## src/rtl/usb_line_editor.sv

```systemverilog
// Line-buffered echo stage for the CDC-ACM console: collects a line with backspace
// editing and replays it on CR. Define USB_LINE_EDITOR_CRLF_EN to terminate lines with CR LF.
module usb_line_editor #(
  parameter int DEPTH = 64
) (
  input  logic       clock_48mhz,
  input  logic       reset,
  input  logic [7:0] in_data,
  input  logic       in_valid,
  output logic       in_ready,
  output logic [7:0] out_data,
  output logic       out_valid,
  input  logic       out_ready,
  output logic       line_overflow,
  output logic       busy
);

  localparam int AW = $clog2(DEPTH);
  localparam int CW = AW + 1;

  typedef enum logic [2:0] {
    COLLECT,
    READ,
    SEND,
`ifdef USB_LINE_EDITOR_CRLF_EN
    TERM_LF,
`endif
    TERM_CR
  } state_t;

  state_t        state_q, state_d;
  logic [CW-1:0] count_q, count_d;
  logic [AW-1:0] rd_q, rd_d;
  logic          ovf_q, ovf_d;
  logic          wr_en, rd_en, accept;
  logic [7:0]    rd_data_q;
  logic [7:0]    mem [DEPTH];

  always_ff @(posedge clock_48mhz) begin
    // NOTE: state registers use non-blocking assignments so every register samples pre-edge values.
    if (reset) begin
      state_q <= COLLECT;
      count_q <= '0;
      rd_q    <= '0;
      ovf_q   <= 1'b0;
    end else begin
      state_q <= state_d;
      count_q <= count_d;
      rd_q    <= rd_d;
      ovf_q   <= ovf_d;
    end
  end

  // NOTE: the line buffer and its read register are deliberately not reset so they map onto block RAM.
  always_ff @(posedge clock_48mhz) begin
    if (wr_en) mem[count_q[AW-1:0]] <= in_data;
    if (rd_en) rd_data_q <= mem[rd_q];
  end

  always_comb begin
    // NOTE: every output of this block gets a default first, so no path can infer a latch.
    state_d   = state_q;
    count_d   = count_q;
    rd_d      = rd_q;
    ovf_d     = ovf_q;
    wr_en     = 1'b0;
    rd_en     = 1'b0;
    out_valid = 1'b0;
    out_data  = 8'h00;
    in_ready  = (state_q == COLLECT) && !reset;
    accept    = in_valid && in_ready;

    case (state_q)
      COLLECT: begin
        if (accept) begin
          case (in_data)
            8'h0D: begin
              if (count_q == '0) begin
                state_d = TERM_CR;
              end else begin
                rd_d    = '0;
                state_d = READ;
              end
            end
            8'h0A: ;
            8'h08, 8'h7F: begin
              if (count_q != '0) count_d = count_q - CW'(1);
            end
            default: begin
              if (count_q < CW'(DEPTH)) begin
                wr_en   = 1'b1;
                count_d = count_q + CW'(1);
              end else begin
                ovf_d = 1'b1;
              end
            end
          endcase
        end
      end
      READ: begin
        rd_en   = 1'b1;
        state_d = SEND;
      end
      SEND: begin
        out_valid = 1'b1;
        out_data  = rd_data_q;
        if (out_ready) begin
          if ({1'b0, rd_q} == count_q - CW'(1)) begin
            state_d = TERM_CR;
          end else begin
            rd_d    = rd_q + AW'(1);
            state_d = READ;
          end
        end
      end
      TERM_CR: begin
        out_valid = 1'b1;
        out_data  = 8'h0D;
        if (out_ready) begin
`ifdef USB_LINE_EDITOR_CRLF_EN
          state_d = TERM_LF;
`else
          state_d = COLLECT;
          count_d = '0;
          rd_d    = '0;
          ovf_d   = 1'b0;
`endif
        end
      end
`ifdef USB_LINE_EDITOR_CRLF_EN
      TERM_LF: begin
        out_valid = 1'b1;
        out_data  = 8'h0A;
        if (out_ready) begin
          state_d = COLLECT;
          count_d = '0;
          rd_d    = '0;
          ovf_d   = 1'b0;
        end
      end
`endif
      default: state_d = COLLECT;
    endcase
  end

  assign line_overflow = ovf_q;
  assign busy          = (state_q != COLLECT);

endmodule

```

## config.mk

```make
export PLATFORM = sky130hd
export DESIGN_NAME = usb_line_editor
export DESIGN_NICKNAME = d
export VERILOG_FILES = /design/src/rtl/usb_line_editor.sv
export SDC_FILE = /design/constraint.sdc
export NUM_CORES = 1
export LEC_CHECK = 0
export CAP_MARGIN = 20
export CELL_PAD_IN_SITES_DETAIL_PLACEMENT = 1
export CELL_PAD_IN_SITES_GLOBAL_PLACEMENT = 1
export CORE_MARGIN = 10
export CORE_UTILIZATION = 40
export CTS_BUF_LIST = sky130_fd_sc_hd__clkbuf_16
export CTS_CLUSTER_DIAMETER = 150
export DETAILED_ROUTE_END_ITERATION = 16
export PLACE_DENSITY = 0.62
export REMOVE_ABC_BUFFERS = 1
export SYNTH_ARGS = -nofsm -noshare
export SYNTH_HDL_FRONTEND = slang
export SYNTH_SLANG_ARGS = --single-unit
```

## constraint.sdc

```tcl
create_clock -name clock_48mhz -period 2.4 [get_ports clock_48mhz]
set_input_delay 0.24 -clock clock_48mhz [delete_from_list [all_inputs] [get_ports clock_48mhz]]
set_output_delay 0.24 -clock clock_48mhz [all_outputs]
set_load 0.005 [all_outputs]
```

==> results of run 1 <==
==> placed cells by master, fill, tap and decap left out, drive strengths merged, types with 4 or more instances in the layout <==
cell and count:
nor2 81, a22o 18, o211ai 4, buf 218
xnor2 7, nand4 10, ha 4, a31oi 6
edfxtp 520, bufinv 10, nor3 4, clkdlybuf4s50 15
mux4 136, inv 14, clkbuf 57, nand3 18
mux2i 10, nand4b 4, dfxtp 16, o21ai 22
and2 10, a211oi 5, a21oi 27, nand2 16
or4 4, a22oi 25, clkinv 26, nor2b 10
o21a 5
==> report_power, final <==
| group | leakage (nW) | switching (mW) | total [mW] | internal (mW) |
|---|---|---|---|---|
| Combinational | 2.70 | 0.649 | 0.962 | 0.314 |
| Sequential | 4.81 | 0.0301 | 10.4 | 10.3 |
| Clock | 0.954 | 3.52 | 8.88 | 5.36 |
| Total | 8.46 | 4.20 | 20.2 | 16.0 |
==> cells in the mapped netlist (all sizes together) (16+ instances only) <==
cell type  count
edfxtp       520
mux4         136
nor2          81
buf           40
a21oi         27
a22oi         25
clkbuf        23
o21ai         22
a22o          18
nand3         18
dfxtp         16
nand2         16
==> worst paths after layout <==
| kind | end | startpoint | cells past startpoint |
|---|---|---|---|
| max | rd_data_q[0]$_DFFE_PP_ | rd_q[0]$_SDFFE_PP0P_ | 8 |
| min | mem[52][5]$_DFFE_PP_ | in_data[5] | 1 |
| max reg2reg | rd_data_q[0]$_DFFE_PP_ | rd_q[0]$_SDFFE_PP0P_ | 8 |
| min reg2reg | line_overflow$_SDFFE_PP0P_ | line_overflow$_SDFFE_PP0P_ | 2 |
==> kinds of logic after synthesis <==
family / after synthesis
and+or+nand+nor: 174
xor gates and xnor gates: 10
adders and majority gates: 4
AOI/OAI and AO/OA: 127
DFF: 536
buffers and inverters: 71
muxes: 148
==> critical path, stage by stage (launching register included) <==
cell and delay, ns:
dfxtp_4 0.40, buf_12 0.14, buf_12 0.12, mux4_2 0.51
mux4_2 0.50, nor2b_4 0.15, a211oi_2 0.19, buf_4 0.17
a21oi_2 0.03
==> per-stage QoR <==
stage | util, % | instance area (um^2) | worst slack [ns] | power [mW]
floorplan | - | 21100 | -4.80 | 10.9
global placement | 45.0 | 23700 | -0.270 | 11.5
detailed placement | 45.0 | 23700 | -0.236 | 11.5
CTS | 49.5 | 26100 | -0.0140 | 20.4
global route | 49.7 | 26200 | -0.112 | 20.8
finish | 49.7 | 26200 | -0.0757 | 20.2
==> repair_timing <==
action	CTS	global route
pin swaps	7	5
resized for setup	52	19
setup buffers	17	0
endpoints found under the setup margin	12	13
endpoints found under the hold margin	0	0
gates cloned	4	0
==> cell type report <==
type	count	area [um^2]	area share [%]
timing repair buffer	233	2210	8.42
inverter	8	30.0	0.115
sequential	536	15900	60.8
tap	688	861	3.28
clock inverter	44	459	1.75
clock buffer	57	1430	5.44
multi-input combinational	463	5290	20.2
==> flip-flops by register name, indices dropped and copies added, names as in the netlist <==
| signal | cells |
|---|---|
| line_overflow | 1 |
| state_q | 2 |
| count_q | 7 |
| rd_data_q | 8 |
| rd_q | 6 |
| mem | 512 |
==> metal layers <==
layer	global-route usage [%]	share of wire [%]
met1	24.6	44
met2	27.7	47
met3	3.58	5.8
met4	5.59	2.7
met5	0	0
==> run_results.csv, run 1 <==
group,metric,value,unit
floorplan,ioPinCount,24,
detailed_routing,first_pass_iters,5,
synthesis,synth_xor_area_share,0.444,%
detailed_routing,via_per_inst,5.61,
floorplan,initial_core_util,40.6,%
sta,finalHoldViolCount,0,
sta,post-route-min-period,2.48,ns
global_routing,antenna_found_initial,1,
clocking,numCtsBuffers,55,
clocking,clk_pin_slew,0.06,ns
finish,antenna_cells,0,
floorplan,dieWidth,251,um
synthesis,avgSynthCellArea,20.0,um^2
clocking,worstSkewPairLatency,0.60,ns
synthesis,synth_top_area_share,72.8,%
sta,holdWs,0.114,ns
finish,area_growth,22.3,%
floorplan,core_area,0.0528,mm^2
detailed_routing,vias,11400,
finish,final_cells,2029,
synthesis,synth_seq_area_share,74.3,%
sta,rsz0062_at_grt,"yes",
global_routing,grt_pass1_wl,82300,um
place,io_buffer_count,23,
worst_setup_path,crit_fanout,5,
sta,drv_slew,0,
floorplan,row_count,84,
finish,final_layout_size_suffix_gt1_share,36.7,%
finish,nFillCells,4830,
place,dp_hpwl,35400,um
synthesis,yosys.area_share.simple,4.14,%
sta,skew,0.0214,ns
detailed_routing,drt-total-wl,55600,um
clocking,postCtsHoldBufs,0,
worst_hold_path,hp-class,"in -> reg",
clocking,clock-sinks,536,
worst_setup_path,cp.arrival,2.83,ns
finish,nNetsFinal,1313,
synthesis,yosys.area.top_type,"edfxtp_1",
clocking,htree_num_levels,2,
worst_setup_path,criticalPathCategory,"reg -> reg",
sta,setup_viol,6,
synthesis,syn_area,0.0214,mm^2
synthesis,synth_compound_area_share,4.23,%
status,violations,"setup timing",
synthesis,async_flop_share,0,%
status,status,"finished with violations",
power,cellLeakagePower,8.46,nW
sta,worstMarginPinSlew,0.986,ns
power,vdd_ir_drop_max,0.000559,V
sta,setup_tns,-0.158,ns
detailed_routing,route.antenna.remaining_nets,0,
synthesis,synth_adder_area_share,0.233,%
synthesis,synth_edf_count,520,
place,place_congestion,0.792,
sta,setup_slack,-0.0757,ns
synthesis,yosys_warnings,0,
global_routing,grt.total_usage,17.7,%
clocking,cts_root_buffer,"clkbuf_16",
worst_setup_path,worstSetupStartpointType,"flop",
floorplan,die_y,251,um
detailed_routing,routedWlPerCell,27.4,um
synthesis,synth-main-ff-cell,"edfxtp_1",
sta,worst_slew_margin_rel,34.2,%
global_routing,overflow,0,
global_routing,first_global_vias,12000,
floorplan,dieArea,0.0632,mm^2
synthesis,synth_top_family_by_area,"multiplexers",
detailed_routing,drt_iter0_drc,1091,
sta,fin_crit_sh,103,%
synthesis,ys_types,58,
power,power.density,770,mW/mm^2
clocking,cts_tree,"yes",
sta,fmax,404,MHz
detailed_routing,route.detailed.drc,0,
synthesis,syn_inst,1070,
synthesis,synth_seq_cells,536,
worst_setup_path,r2r_setup_slack,-0.08,ns
synthesis,synthTopCellsByArea,"edfxtp_1 73%, mux4_2 14%, dfxtp_1 1.5%",
synthesis,yosys-mux-area-fraction,14.9,%
worst_setup_path,worst_ep_required_time,2.75,ns
run,cap_violations,0,
worst_setup_path,worstSetupEndpointType,"flop",
global_routing,grt_max_degree,65,
clocking,cts.path.max_buffers,3,
place,dp_cells,1907,
(Power assumes the default switching activity.)
==> run 2, diff against run 1 <==
Settings changed: SLEW_MARGIN set to 20.
==> run 2 against run 1 <==
  * Register-to-register slack worse by 0.02 ns
  * Critical path depth stayed put
  * Hold slack worse by 0.0093 ns
  * Sequential share of layout area is 0.70 points higher
  * Cell area is 1.1% lower
  * Global-route usage is 0.10 points lower
  * The run still ends with setup timing left
  * Count of clock-buffer cells in the layout stayed put
  * Critical endpoint is now rd_data_q[5]$_DFFE_PP_
  * Flip-flop and latch count stayed put
  * Critical path type unchanged
  * Combinational power hardly changed
  * Utilization is 0.57 points lower
  * First-iteration DRC count is 8.0% lower
==> run_results.csv, run 2 (synthesis gave the netlist of run 1 again) <==
group,metric,value,unit
worst_setup_path,cp_slowest_cell,"mux4_2",
sta,worstMarginPinSlew,0.934,ns
worst_setup_path,cp.arrival,2.83,ns
worst_setup_path,cp.depth,8,
finish,nNetsFinal,1307,
worst_setup_path,reg2reg_to,"rd_data_q[5]$_DFFE_PP_",
worst_setup_path,startpoint,"rd_q[0]$_SDFFE_PP0P_",
clocking,clk_pin_slew,0.07,ns
worst_setup_path,worstSetupEndpointType,"flop",
detailed_routing,vias,11300,
worst_setup_path,rr_startpoint,"rd_q[0]$_SDFFE_PP0P_",
run,cap_violations,0,
global_routing,grt.total_usage,17.6,%
global_routing,first_global_vias,12000,
detailed_routing,route.detailed.drc,0,
place,io_buffer_count,23,
worst_hold_path,hold-path-cell-count,1,
sta,skew,0.0243,ns
sta,setup_viol,4,
finish,nFillCells,4833,
floorplan,initial_core_util,40.6,%
sta,post-route-min-period,2.50,ns
worst_setup_path,path_buf_inv,3,
finish,final_layout_size_suffix_gt1_share,35.4,%
sta,fin_crit_sh,104,%
finish,final_core_util,49.1,%
sta,drv_slew,0,
clocking,worstSkewPairLatency,0.60,ns
worst_hold_path,hp-class,"in -> reg",
worst_setup_path,cpPeakStageDelay,0.54,ns
finish,largest_reg_flops,512,
finish,area_growth,20.9,%
worst_setup_path,criticalPathCategory,"reg -> reg",
worst_setup_path,critPathCapture,"rd_data_q[5]$_DFFE_PP_",
clocking,cts_tree,"yes",
floorplan,dieArea,0.0632,mm^2
place,dp_hpwl,35400,um
finish,layout_commonest_cell,"edfxtp_1",
sta,setup_slack,-0.0969,ns
worst_setup_path,worstSetupStartpointType,"flop",
finish,antenna_cells,0,
global_routing,grt_max_degree,65,
worst_setup_path,r2r_setup_slack,-0.1,ns
worst_setup_path,critical-path-top-delay-family,"multiplexers",
detailed_routing,first_pass_iters,5,
floorplan,row_count,84,
power,cellLeakagePower,8.34,nW
clocking,cts.path.max_buffers,3,
worst_setup_path,worst_ep_required_time,2.74,ns
detailed_routing,via_per_inst,5.62,
worst_setup_path,path_cells,"buf_4 > buf_6 > mux4_2 > mux4_2 > nor2b_4 > a211oi_2 > buf_4 > a21oi_2",
sta,finalHoldViolCount,0,
sta,fmax,400,MHz
floorplan,ioPinCount,24,
worst_setup_path,crit_fanout,5,
global_routing,grt_pass1_wl,82100,um
clocking,clock-sinks,536,
place,place_congestion,0.792,
status,status,"finished with violations",
finish,final_area,0.0259,mm^2
power,vdd_ir_drop_max,0.000487,V
sta,rsz0062_at_grt,"yes",
clocking,numCtsBuffers,54,
detailed_routing,routedWlPerCell,27.3,um
global_routing,antenna_found_initial,1,
clocking,htree_num_levels,2,
place,postPlaceCellArea,0.0237,mm^2
detailed_routing,drt_iter0_drc,1004,
global_routing,overflow,0,
finish,final_cell_mix,"520 x edfxtp_1, 171 x buf_4, 136 x mux4_2",
floorplan,die_y,251,um
detailed_routing,drt-total-wl,55200,um
sta,worst_slew_margin_rel,37.6,%
status,violations,"setup timing",
clocking,cts_root_buffer,"clkbuf_16",
detailed_routing,route.antenna.remaining_nets,0,
floorplan,dieWidth,251,um
power,power.density,745,mW/mm^2
floorplan,core_area,0.0528,mm^2
worst_setup_path,r2r_cells,8,
## run 2: cell types whose count changed in the layout (fill, tap and decap cells not counted), sizes merged
cell,change
buf,-8
bufinv,-7
clkbuf,+3
clkinv,-8
inv,+10
## run 2: stage by stage
stage / hold WS, ns / TNS, ns / instances / setup WS [ns] / power (mW)
after global routing: 0.0811 / -0.630 / 2019 / -0.142 / 19.9
final: 0.105 / -0.181 / 2019 / -0.0969 / 19.3
after floorplan: 0.302 / -67.22 / 1007 / -4.80 / 10.9
after detailed placement: 0.538 / -1.12 / 1906 / -0.228 / 11.5
after global placement: 0.521 / -1.25 / 1906 / -0.270 / 11.5
after CTS: 0.0791 / -0.373 / 2012 / -0.0794 / 19.5
## run 2: power by group
| group | switching (mW) | internal [mW] |
|---|---|---|
| sequential | 0.0290 | 10.3 |
| clock | 3.43 | 4.57 |
| combinational | 0.652 | 0.309 |
## run 2: metal layers
metal | GRT usage [%] | up-vias | routed length, um
met5 | 0 | - | 0
met1 | 24.7 | 6104 | 25000
met3 | 3.05 | 70 | 2760
met2 | 27.9 | 268 | 26100
li1 | - | 4898 | -
met4 | 4.93 | 0 | 1310
## run 2: worst reg2reg max path: stages (launching register included)
cell,delay [ns]
dfxtp_4,0.41
buf_4,0.14
buf_6,0.11
mux4_2,0.54
mux4_2,0.52
nor2b_4,0.15
a211oi_2,0.19
buf_4,0.15
a21oi_2,0.03
## run 2: final cells by class
type	count	area, um^2	area share [%]
Sequential cell	536	15900	61.5
Multi-Input combinational cell	463	5280	20.4
Timing Repair Buffer	228	2130	8.21
Clock buffer	57	1430	5.50
Tap cell	688	861	3.32
Clock inverter	39	248	0.956
Inverter	8	30.0	0.116
## run 2: worst min-delay path by stage
stage	from	to	slack, ns
finish	in_data[5]	mem[61][5]$_DFFE_PP_	0.11
global route	in_data[5]	mem[48][5]$_DFFE_PP_	0.08
CTS	in_data[5]	mem[48][5]$_DFFE_PP_	0.08
detailed placement	line_overflow$_SDFFE_PP0P_	line_overflow$_SDFFE_PP0P_	0.54
global placement	line_overflow$_SDFFE_PP0P_	line_overflow$_SDFFE_PP0P_	0.52
floorplan	reset	rd_q[0]$_SDFFE_PP0P_	0.30
## run 2: what timing repair did
| action | CTS | global route |
|---|---|---|
| setup endpoints to repair | 12 | 16 |
| resized for setup | 31 | 28 |
| setup buffers | 8 | 5 |
| hold buffers | 0 | 0 |
| pin swaps | 4 | 2 |
| gates cloned | 3 | 3 |
==> run 3, diff against run 2 <==
Settings changed: SETUP_SLACK_MARGIN set to 0.15.
==> run 3 against run 2 <==
  * The run still ends with setup timing left
  * Global-route usage is essentially flat
  * Clock skew increased by 0.0042 ns
  * Register-to-register slack improved by 0.03 ns
  * Die area unchanged
  * Critical path type unchanged
==> run_results.csv, run 3 (synthesis gave the netlist of run 1 again) <==
group,metric,value,unit
status,status,"finished with violations",
status,violations,"setup timing",
finish,nFillCells,4841,
global_routing,antenna_found_initial,1,
finish,final_area,0.0258,mm^2
global_routing,grt_pass1_wl,82100,um
floorplan,row_count,84,
finish,final_cells,2017,
finish,area_growth,20.3,%
sta,setup_viol,3,
floorplan,die_y,251,um
worst_hold_path,min_to,"mem[48][5]$_DFFE_PP_",
worst_setup_path,cp.arrival,2.80,ns
floorplan,core_area,0.0528,mm^2
detailed_routing,first_pass_iters,7,
clocking,cts_tree,"yes",
worst_setup_path,crit_fanout,6,
clocking,clock-sinks,536,
worst_setup_path,path_cells,"buf_4 > mux4_2 > mux4_2 > nor2b_1 > a211oi_1 > buf_4 > a21oi_1",
sta,worstMarginPinSlew,1.01,ns
place,place_congestion,0.792,
finish,largest_reg_flops,512,
worst_setup_path,reg2reg_to,"rd_data_q[5]$_DFFE_PP_",
global_routing,grt_max_degree,65,
worst_setup_path,worstSetupStartpointType,"flop",
power,vdd_ir_drop_max,0.000483,V
sta,setup_slack,-0.0639,ns
sta,rsz0062_at_grt,"yes",
sta,fmax,406,MHz
worst_setup_path,worstSetupEndpointType,"flop",
finish,final_layout_size_suffix_gt1_share,35.8,%
detailed_routing,via_per_inst,5.59,
finish,final_cell_mix,"520 x edfxtp_1, 178 x buf_4, 136 x mux4_2",
worst_setup_path,cp_slowest_cell,"mux4_2",
sta,skew,0.0285,ns
finish,nNetsFinal,1305,
power,swShare,21.3,%
floorplan,initial_core_util,40.6,%
run,cap_violations,0,
floorplan,dieArea,0.0632,mm^2
power,p_comb_share,5.1,%
finish,layout_commonest_cell,"edfxtp_1",
worst_setup_path,r2r_cells,7,
finish,multi_input_area,0.00529,mm^2
power,power.share.clock,41.3,%
sta,drv_slew,0,
sta,worst_slew_margin_rel,32.3,%
worst_setup_path,rr_startpoint,"rd_q[0]$_SDFFE_PP0P_",
worst_hold_path,hold-path-cell-count,1,
clocking,clk_pin_slew,0.07,ns
floorplan,ioPinCount,24,
clocking,numCtsBuffers,54,
power,cellLeakagePower,8.32,nW
power,p_int,15.2,mW
finish,final_core_util,48.9,%
clocking,cts_root_buffer,"clkbuf_16",
power,power.density,750,mW/mm^2
finish,antenna_cells,0,
detailed_routing,vias,11300,
sta,finalHoldViolCount,0,
worst_hold_path,hp-class,"in -> reg",
place,dp_hpwl,35400,um
detailed_routing,route.detailed.drc,0,
detailed_routing,route.antenna.remaining_nets,0,
worst_setup_path,cpPeakStageDelay,0.54,ns
power,seqPwrFrac,53.6,%
detailed_routing,drt_iter0_drc,934,
place,dp_cells,1906,
global_routing,first_global_vias,12000,
sta,fin_crit_sh,103,%
power,finalPower,19.3,mW
place,io_buffer_count,23,
detailed_routing,routedWlPerCell,27.2,um
floorplan,dieWidth,251,um
worst_setup_path,r2r_setup_slack,-0.06,ns
global_routing,overflow,0,
global_routing,grt.total_usage,17.5,%
sta,post-route-min-period,2.46,ns
worst_setup_path,worst_ep_required_time,2.73,ns
clocking,worstSkewPairLatency,0.61,ns
worst_setup_path,criticalPathCategory,"reg -> reg",
clocking,htree_num_levels,2,
detailed_routing,drt-total-wl,54900,um
finish,layout.area.seq,0.0160,mm^2
clocking,postCtsHoldBufs,0,
place,postPlaceCellArea,0.0237,mm^2
clocking,cts.path.max_buffers,3,
worst_hold_path,hp-start,"in_data[5]",
power,p_switching,4.11,mW
-- run 3: metal layers --
| layer | vias up | track usage [%] | share of wire, % |
|---|---|---|---|
| met1 | 6057 | 24.6 | 45 |
| met5 | - | 0 | 0 |
| li1 | 4889 | - | - |
| met2 | 263 | 27.9 | 48 |
| met4 | 0 | 4.74 | 2.2 |
| met3 | 65 | 3.03 | 5.1 |
-- run 3: power by group through the flow --
| stage | Sequential [mW] | Combinational, mW | Clock (mW) |
|---|---|---|---|
| 2_1_floorplan | 10.6 | 0.352 | 0 |
| 3_3_place_gp | 10.5 | 0.913 | 0 |
| 3_5_place_dp | 10.6 | 0.935 | 0 |
| 4_1_cts | 10.4 | 0.961 | 8.19 |
| 5_1_grt | 10.4 | 1.06 | 8.57 |
| 6_report | 10.4 | 0.985 | 7.99 |
-- run 3: stage by stage --
step	setup TNS (ns)	hold WS (ns)	worst slack [ns]
5_1_grt	-0.452	0.0782	-0.0930
3_3_place_gp	-1.25	0.521	-0.270
3_5_place_dp	-1.12	0.538	-0.228
2_1_floorplan	-67.22	0.302	-4.80
4_1_cts	-0.181	0.0791	-0.0694
6_report	-0.115	0.100	-0.0639
-- run 3: layout make-up --
cell class,instances,share of cell area [%]
clock inverters,39,0.960
inverters,8,0.116
repair buffers,226,7.69
multi-input cells,463,20.5
flip-flops and latches,536,61.9
clock buffers,57,5.53
well taps,688,3.34
-- run 3: worst max path at each step --
stage	start	endpoint	slack, ns	depth (start not counted)
floorplan	rd_q[0]$_SDFFE_PP0P_	rd_data_q[0]$_DFFE_PP_	-4.80	5
global placement	rd_q[0]$_SDFFE_PP0P_	rd_data_q[7]$_DFFE_PP_	-0.27	7
detailed placement	rd_q[0]$_SDFFE_PP0P_	rd_data_q[7]$_DFFE_PP_	-0.23	7
CTS	rd_q[0]$_SDFFE_PP0P_	rd_data_q[5]$_DFFE_PP_	-0.07	7
global route	rd_q[0]$_SDFFE_PP0P_	rd_data_q[5]$_DFFE_PP_	-0.09	7
finish	rd_q[0]$_SDFFE_PP0P_	rd_data_q[5]$_DFFE_PP_	-0.06	7
-- run 3: worst max-delay path: cells and delay by family (launching register included) --
kind / cells / cell delay, ns
compound gates: 2 / 0.25
buf+inv: 2 / 0.33
flops: 1 / 0.43
mux: 2 / 1.04
simple gates: 1 / 0.15
-- run 3: what timing repair did --
| action | 4_1_cts | 5_1_grt |
|---|---|---|
| resized for setup | 43 | 24 |
| endpoints found under the setup margin | 17 | 18 |
| gates cloned | 1 | 0 |
| buffers inserted | 11 | 3 |
| pin swaps | 9 | 5 |
